## src/rtl/fifo_uart_tx.sv

```systemverilog
// Byte-wide FIFO-fed UART transmitter (8N1, or 8E1 when FIFO_UART_TX_PARITY_EN is defined).
// Pulls one byte per frame from an upstream FIFO with one cycle of read latency.
module fifo_uart_tx #(
   parameter int unsigned CLKS_PER_BIT = 868
) (
   input  logic       clk_i,
   input  logic       rst_i,
   input  logic       enable_i,
   input  logic       fifo_empty_i,
   input  logic [7:0] fifo_data_i,
   output logic       fifo_read_o,
   output logic       tx_o,
   output logic       busy_o,
   output logic       frame_done_o
);

   localparam logic [15:0] BaudMax = 16'(CLKS_PER_BIT - 1);

   typedef enum logic [2:0] {
      StIdle,
      StFetch,
      StLoad,
      StStart,
      StData,
`ifdef FIFO_UART_TX_PARITY_EN
      StParity,
`endif
      StStop
   } state_e;

   state_e      state_q, state_d;
   logic [15:0] baud_q, baud_d;
   logic [2:0]  bit_q, bit_d;
   logic [7:0]  shift_q, shift_d;
   logic        baud_end;

`ifdef FIFO_UART_TX_PARITY_EN
   logic        parity_q, parity_d;
`endif

   assign baud_end = (baud_q == BaudMax);

   always_ff @(posedge clk_i) begin
      if (rst_i) begin
         state_q  <= StIdle;
         baud_q   <= 16'd0;
         bit_q    <= 3'd0;
         shift_q  <= 8'd0;
`ifdef FIFO_UART_TX_PARITY_EN
         parity_q <= 1'b0;
`endif
      end else begin
         state_q  <= state_d;
         baud_q   <= baud_d;
         bit_q    <= bit_d;
         shift_q  <= shift_d;
`ifdef FIFO_UART_TX_PARITY_EN
         parity_q <= parity_d;
`endif
      end
   end

   always_comb begin
      state_d      = state_q;
      baud_d       = baud_q;
      bit_d        = bit_q;
      shift_d      = shift_q;
`ifdef FIFO_UART_TX_PARITY_EN
      parity_d     = parity_q;
`endif
      fifo_read_o  = 1'b0;
      tx_o         = 1'b1;
      busy_o       = 1'b1;
      frame_done_o = 1'b0;

      unique case (state_q)
         StIdle: begin
            busy_o = 1'b0;
            baud_d = 16'd0;
            bit_d  = 3'd0;
            // Gated by reset so a pending byte is never popped during reset.
            if (enable_i && !fifo_empty_i && !rst_i) begin
               fifo_read_o = 1'b1;
               state_d     = StFetch;
            end
         end

         StFetch: begin
            state_d = StLoad;
         end

         StLoad: begin
            shift_d = fifo_data_i;
            bit_d   = 3'd0;
            baud_d  = 16'd0;
`ifdef FIFO_UART_TX_PARITY_EN
            parity_d = ^fifo_data_i;
`endif
            state_d = StStart;
         end

         StStart: begin
            tx_o = 1'b0;
            if (baud_end) begin
               baud_d  = 16'd0;
               state_d = StData;
            end else begin
               baud_d = baud_q + 16'd1;
            end
         end

         StData: begin
            tx_o = shift_q[0];
            if (baud_end) begin
               baud_d  = 16'd0;
               shift_d = {1'b0, shift_q[7:1]};
               bit_d   = bit_q + 3'd1;
               if (bit_q == 3'd7) begin
`ifdef FIFO_UART_TX_PARITY_EN
                  state_d = StParity;
`else
                  state_d = StStop;
`endif
               end
            end else begin
               baud_d = baud_q + 16'd1;
            end
         end

`ifdef FIFO_UART_TX_PARITY_EN
         StParity: begin
            tx_o = parity_q;
            if (baud_end) begin
               baud_d  = 16'd0;
               state_d = StStop;
            end else begin
               baud_d = baud_q + 16'd1;
            end
         end
`endif

         StStop: begin
            tx_o = 1'b1;
            if (baud_end) begin
               frame_done_o = 1'b1;
               baud_d       = 16'd0;
               state_d      = StIdle;
            end else begin
               baud_d = baud_q + 16'd1;
            end
         end

         default: begin
            state_d = StIdle;
         end
      endcase
   end

endmodule

```

## config.mk

```make
export PLATFORM = sky130hd
export DESIGN_NAME = fifo_uart_tx
export DESIGN_NICKNAME = d
export VERILOG_FILES = /design/src/rtl/fifo_uart_tx.sv
export SDC_FILE = /design/constraint.sdc
export NUM_CORES = 1
export LEC_CHECK = 0
export CELL_PAD_IN_SITES_DETAIL_PLACEMENT = 1
export CELL_PAD_IN_SITES_GLOBAL_PLACEMENT = 1
export CORE_MARGIN = 2
export CORE_UTILIZATION = 31
export CTS_BUF_LIST = sky130_fd_sc_hd__clkbuf_4 sky130_fd_sc_hd__clkbuf_8 sky130_fd_sc_hd__clkbuf_16
export CTS_CLUSTER_DIAMETER = 120
export DETAILED_ROUTE_END_ITERATION = 6
export MAX_ROUTING_LAYER = met4
export PLACE_DENSITY = 0.71
export SLEW_MARGIN = 10
export SYNTH_ARGS = -nofsm -noshare
export SYNTH_HDL_FRONTEND = slang
export SYNTH_SLANG_ARGS = --single-unit
```

## constraint.sdc

```tcl
create_clock -name clk_i -period 2.8 [get_ports clk_i]
set_clock_uncertainty 0.2 [all_clocks]
set_input_delay 0.7 -clock clk_i [delete_from_list [all_inputs] [get_ports clk_i]]
set_output_delay 0.7 -clock clk_i [all_outputs]
set_load 0.01 [all_outputs]
```

Yosys cells after proc, flatten, opt, wreduce, memory -nomap -nowiden

Index checks and enable logic that the tools add are counted.

Register bits: 30
Bits in latches: 0
Memory bits (writable): 0
Bits in read-only memories: 0
Input bits: 12
Output and inout bits: 4
Memories kept: 0

Add/sub/neg operators: 2
$mul: 0
Div/mod/pow operators: 0
$lt $le $gt $ge: 0
Equality and inequality tests: 12
Shift-type cells: 0
Mux-type cells: 18
Bitwise operators: 0
Reduce and logical (&&, ||, !) cells: 13

Operators by type and width:

| operator                | number |
|---|---|
| $pmux W16 S2            | 1 |
| $mux W3                 | 6 |
| $pmux W3 S6             | 1 |
| $add A16 B1 Y16 const B | 1 |
| $eq A16 B10 Y1 const B  | 1 |
| $mux W16                | 1 |
| $pmux W8 S2             | 1 |
| $ne A2 B2 Y1 const B    | 5 |
| $eq A3 B3 Y1 const B    | 3 |
| $mux W8                 | 1 |
| $eq A3 B2 Y1 const B    | 2 |
| $pmux W3 S2             | 1 |
| $reduce_bool A2 Y1      | 3 |
| $mux W1                 | 5 |
| $reduce_and A5 Y1       | 1 |
| $reduce_and A2 Y1       | 2 |
| $add A3 B1 Y3 const B   | 1 |
| $eq A3 B1 Y1 const B    | 1 |
| $logic_not A3 Y1        | 1 |
| $reduce_or A3 Y1        | 1 |
| $logic_and A1 B1 Y1     | 2 |
| $logic_not A1 Y1        | 2 |
| $pmux W1 S2             | 1 |
| $reduce_or A2 Y1        | 1 |

Depth between registers and ports, before layout

Depth after elaboration: 5
Depth in mapped cells: 6
Depth with buffers taken out: 6

Worst setup path before layout

Ideal clock, no wire load.

Kind: in2out
Start: input port rst_i
End: output port fifo_read_o
Arrival time: 1.395 ns
Data required time: 1.900 ns
Setup slack: 0.505 ns
Stages: 3
Path buffers: 1
Cell sequence: buf_4 > or3b_1 > nor2_1

Word-level cells in the longest chain between the ends: 4

RTL lines:

| item                | RTL line | RTL |
|---|---|---|
| start: declaration  | 7        | `input logic rst_i,` |
| $logic_not A1 Y1    | 82       | `if (enable_i && !fifo_empty_i && !rst_i) begin` |
| $logic_and A1 B1 Y1 | 82       |  |
| $mux W1             | 82       |  |
| $mux W1             | 76       | `unique case (state_q)` |
| end: declaration    | 11       | `output logic fifo_read_o,` |

Every way passes these cells.

Worst setup path in the final report

Start: register state_q[2]
End: output port tx_o

Word-level cells in the longest chain between the ends: 2

RTL lines:

| item                                         | RTL line | RTL |
|---|---|---|
| start: declaration                           | 31       | `state_e state_q, state_d;` |
| start signal: assignment                     | 45       | `state_q <= StIdle;` |
| start signal: assignment                     | 53       | `state_q <= state_d;` |
| $eq A3 B3 Y1 or $eq A3 B2 Y1 (tied branches) | 76       |  |
| $pmux W1 S2 *                                | 76       |  |
| end: declaration                             | 12       | `output logic tx_o,` |

Mark *: on every way between the ends. The rest lies on a longest branch, timed or not.

==> impl_metrics.py <==
metrics = {
    "logic_synthesis": {
        "netlist_area_mm2": 0.00179,
        "yosys.area_share.xor_xnor_pct": 0.978,
        "synthAdderAreaFrac_pct": 2.10,
        "ys_warn_count": 0,
        "yosys_register_bits": 30,
        "synthMuxAreaShare_pct": 4.47,
        "yosys.area.top_type_share_pct": 33.5,
        "synth_area_leaders": "dfxtp_1 (34%), a31oi_1 (5.6%), mux2i_1 (4.5%), nor4b_4 (4.0%), a221o_1 (3.9%)",
        "synth_edf_count": 0,
        "avgSynthCellArea_um2": 8.91,
        "syn-num-nets": 216,
        "synth.largest_area_cell": "dfxtp_1",
        "yosysSeqAreaShare_pct": 33.5,
        "synth_top_family_by_area": "simple AND/OR/NAND/NOR gates",
        "yosys.cell_types.count": 46,
        "synthSimpleGateAreaFrac_pct": 31.0,
        "synth_compound_area_share_pct": 21.0,
        "ys.flop_type": "dfxtp_1",
        "synth_cells": 201,
        "async_reset_ff_share_pct": 0,
    },
    "pwr": {
        "vdd_drop_max_mv": 0.183,
        "total_power_mw": 0.982,
        "p_leak_nw": 0.750,
        "power_density_mw_per_mm2": 457,
    },
    "die": {
        "dieArea_mm2": 0.00640,
        "die_x_um": 80,
        "die_h_um": 80,
        "initial_core_util_pct": 32.3,
        "io_pins": 16,
        "fp.coreArea_mm2": 0.00554,
        "num_rows": 27,
    },
    "place": {
        "place_ws_ps": -244,
        "place_congestion": 0.776,
        "place.port_buffers": 15,
        "hpwlAfterDp_um": 3210,
        "placed_cells": 284,
    },
    "route": {
        "drc": 0,
        "dr.pass1.iters": 4,
        "drt-wirelength-per-cell_um": 15.3,
        "vias": 1664,
        "avgViaCountPerCell": 5.66,
        "ant_nets": 0,
        "drt_iter0_drc": 61,
        "wl_um": 4500,
    },
    "critical_path": {
        "crit_path_start_kind": "flip-flop",
        "critPathMaxFanout": 8,
        "r2r_start": "state_q[1]",
        "critPathSlowestCell": "clkdlybuf4s50_1",
        "critPathCaptureType": "output pin",
        "crit_arrival_ps": 1770,
        "cp_cell_sequence": "or3b_1 > nor2_1 > nor2_1 > clkdlybuf4s50_1",
        "slowest_delay_ps": 480,
        "crit_start": "state_q[2]",
        "crit_type": "reg -> out",
        "critical_path_required_ps": 1900,
        "reg2reg_depth": 4,
        "reg2reg_setup_slack_ps": 810,
        "r2r-end": "baud_q[13]",
        "cp_common_cell": "nor2_1",
    },
    "timing": {
        "hold_viol": 0,
        "setup_viol": 0,
        "setup_slack_ps": 131,
        "min_period_over_period_pct": 95.3,
        "relSlewSlack_pct": 62.3,
        "rsz0062_at_grt": "no",
        "tightest_slew_ps": 561,
        "fmax_mhz": 375,
        "drv_slew": 0,
        "finalCriticalPeriod_ps": 2670,
    },
    "job": {
        "drv_cap": 0,
    },
    "finish": {
        "n_antenna_cell": 0,
        "final_cell_mix": "dfxtp_1 (29), a31oi_1 (16), buf_4 (16)",
        "drive_above_1_share_pct": 15.3,
        "nNetsFinal": 236,
        "final_common_cell": "dfxtp_1",
        "fin_cells": 294,
        "areaGrowthSynthToFinish_pct": 20.1,
    },
    "run_status": {
        "status": "finished clean",
    },
    "clock_tree": {
        "root_buffer": "clkbuf_8",
        "cts.sinks": 30,
        "cts_buffers": 5,
        "postCtsHoldBufs": 0,
        "cts_tree": "built",
        "clock_path_buffers": 2,
        "htree_levels": 2,
        "path_clk_slew_ps": 70,
        "insertion_delay_ps": 280,
    },
    "grt": {
        "grt_usage_pct": 14.9,
        "antenna_found_initial": 0,
        "grt_max_degree": 18,
        "globalRouteOverflowTotal": 0,
        "grt_pass1_vias": 1616,
        "grt_pass1_wl_um": 7400,
    },
    "min_path": {
        "hold_end": "bit_q[2]",
        "hold_path_depth": 2,
        "min_from": "bit_q[2]",
        "hold_class": "reg -> reg",
    },
}
[what timing repair did]
item,CTS,global route
setup buffers,2,0
gates resized for setup,3,2
setup endpoints to repair,2,1
pin swaps,2,0
[through the flow]
step	area, um2	hold WS (ps)	setup TNS (ps)	util [%]
finish	2150	284	0	38.8
global route	2150	304	0	38.8
CTS	2150	289	0	38.9
detailed placement	2040	280	-244	36.9
global placement	2040	266	-223	36.9
floorplan	1790	247	0	-
[layer usage]
layer | GRT usage (%) | vias up | share of wire [%]
met1 | 18.9 | 827 | 48
met5 | - | - | 0
met2 | 24.1 | 15 | 49
met3 | 2.71 | 5 | 2.4
li1 | - | 817 | -
met4 | 4.58 | 0 | 1.1
[flip-flops by register name, indices dropped and copies added, names as in the netlist]
| signal | flops |
|---|---|
| bit_q | 3 |
| baud_q | 16 |
| state_q | 3 |
| shift_q | 8 |
[cells in the mapped netlist (2+ instances only)]
cell      instances
clkbuf_1          7
inv_1             7
a221o_1           7
mux2i_1           8
and2_1            2
and3b_1           2
nand3b_1          3
or3b_1            2
a21oi_1           9
a31oi_1          16
nand2b_1          3
nor3_4            2
a41oi_1           5
buf_2             4
and4_1            4
xor2_1            2
nand2_1           8
nand4_1           8
o221ai_1          3
nor2_1           15
dfxtp_1          30
ha_1              3
o41a_1            2
buf_4             4
or3_1             3
o21ai_0           5
nor3b_1           2
nor4b_4           3
nand3_1          12
and3_1            4
[critical path, delay by kind of cell, from the launching register on]
| kind | cells | cell delay (ps) |
|---|---|---|
| and+or+nand+nor | 3 | 550 |
| buffers and inverters | 1 | 480 |
| DFF | 1 | 460 |
[how the worst max path moves through the flow]
stage	to	slack, ps	cells after the start
after floorplan	fifo_read_o	510	3
after global placement	fifo_read_o	-220	4
after detailed placement	fifo_read_o	-240	4
after CTS	fifo_read_o	30	4
after global routing	tx_o	30	4
final	tx_o	130	4
[logic make-up (layout without fill, tap and decap cells)]
logic type               after synthesis  after routing
flip-flops                            30             30
multiplexers                           8              8
AND/OR/NAND/NOR                       80             80
buffers and inverters                 25             46
AO/OA/AOI/OAI                         53             53
XOR/XNOR                               2              2
adder cells (fa/ha/maj)                3              3
[layout make-up]
class | instances | area [um2]
tap | 72 | 90.1
timing repair buffer | 31 | 264
sequential | 30 | 602
fill | 680 | 3390
inverter | 7 | 26.3
clock buffer | 7 | 90.1
clock inverter | 1 | 5.00
multi-input combinational | 146 | 1070
[power by group]
part	switching, mW	internal (mW)
clock	0.161	0.208
sequential	0.0307	0.458
combinational	0.0543	0.0698
Power figures use the tool's default switching activity.
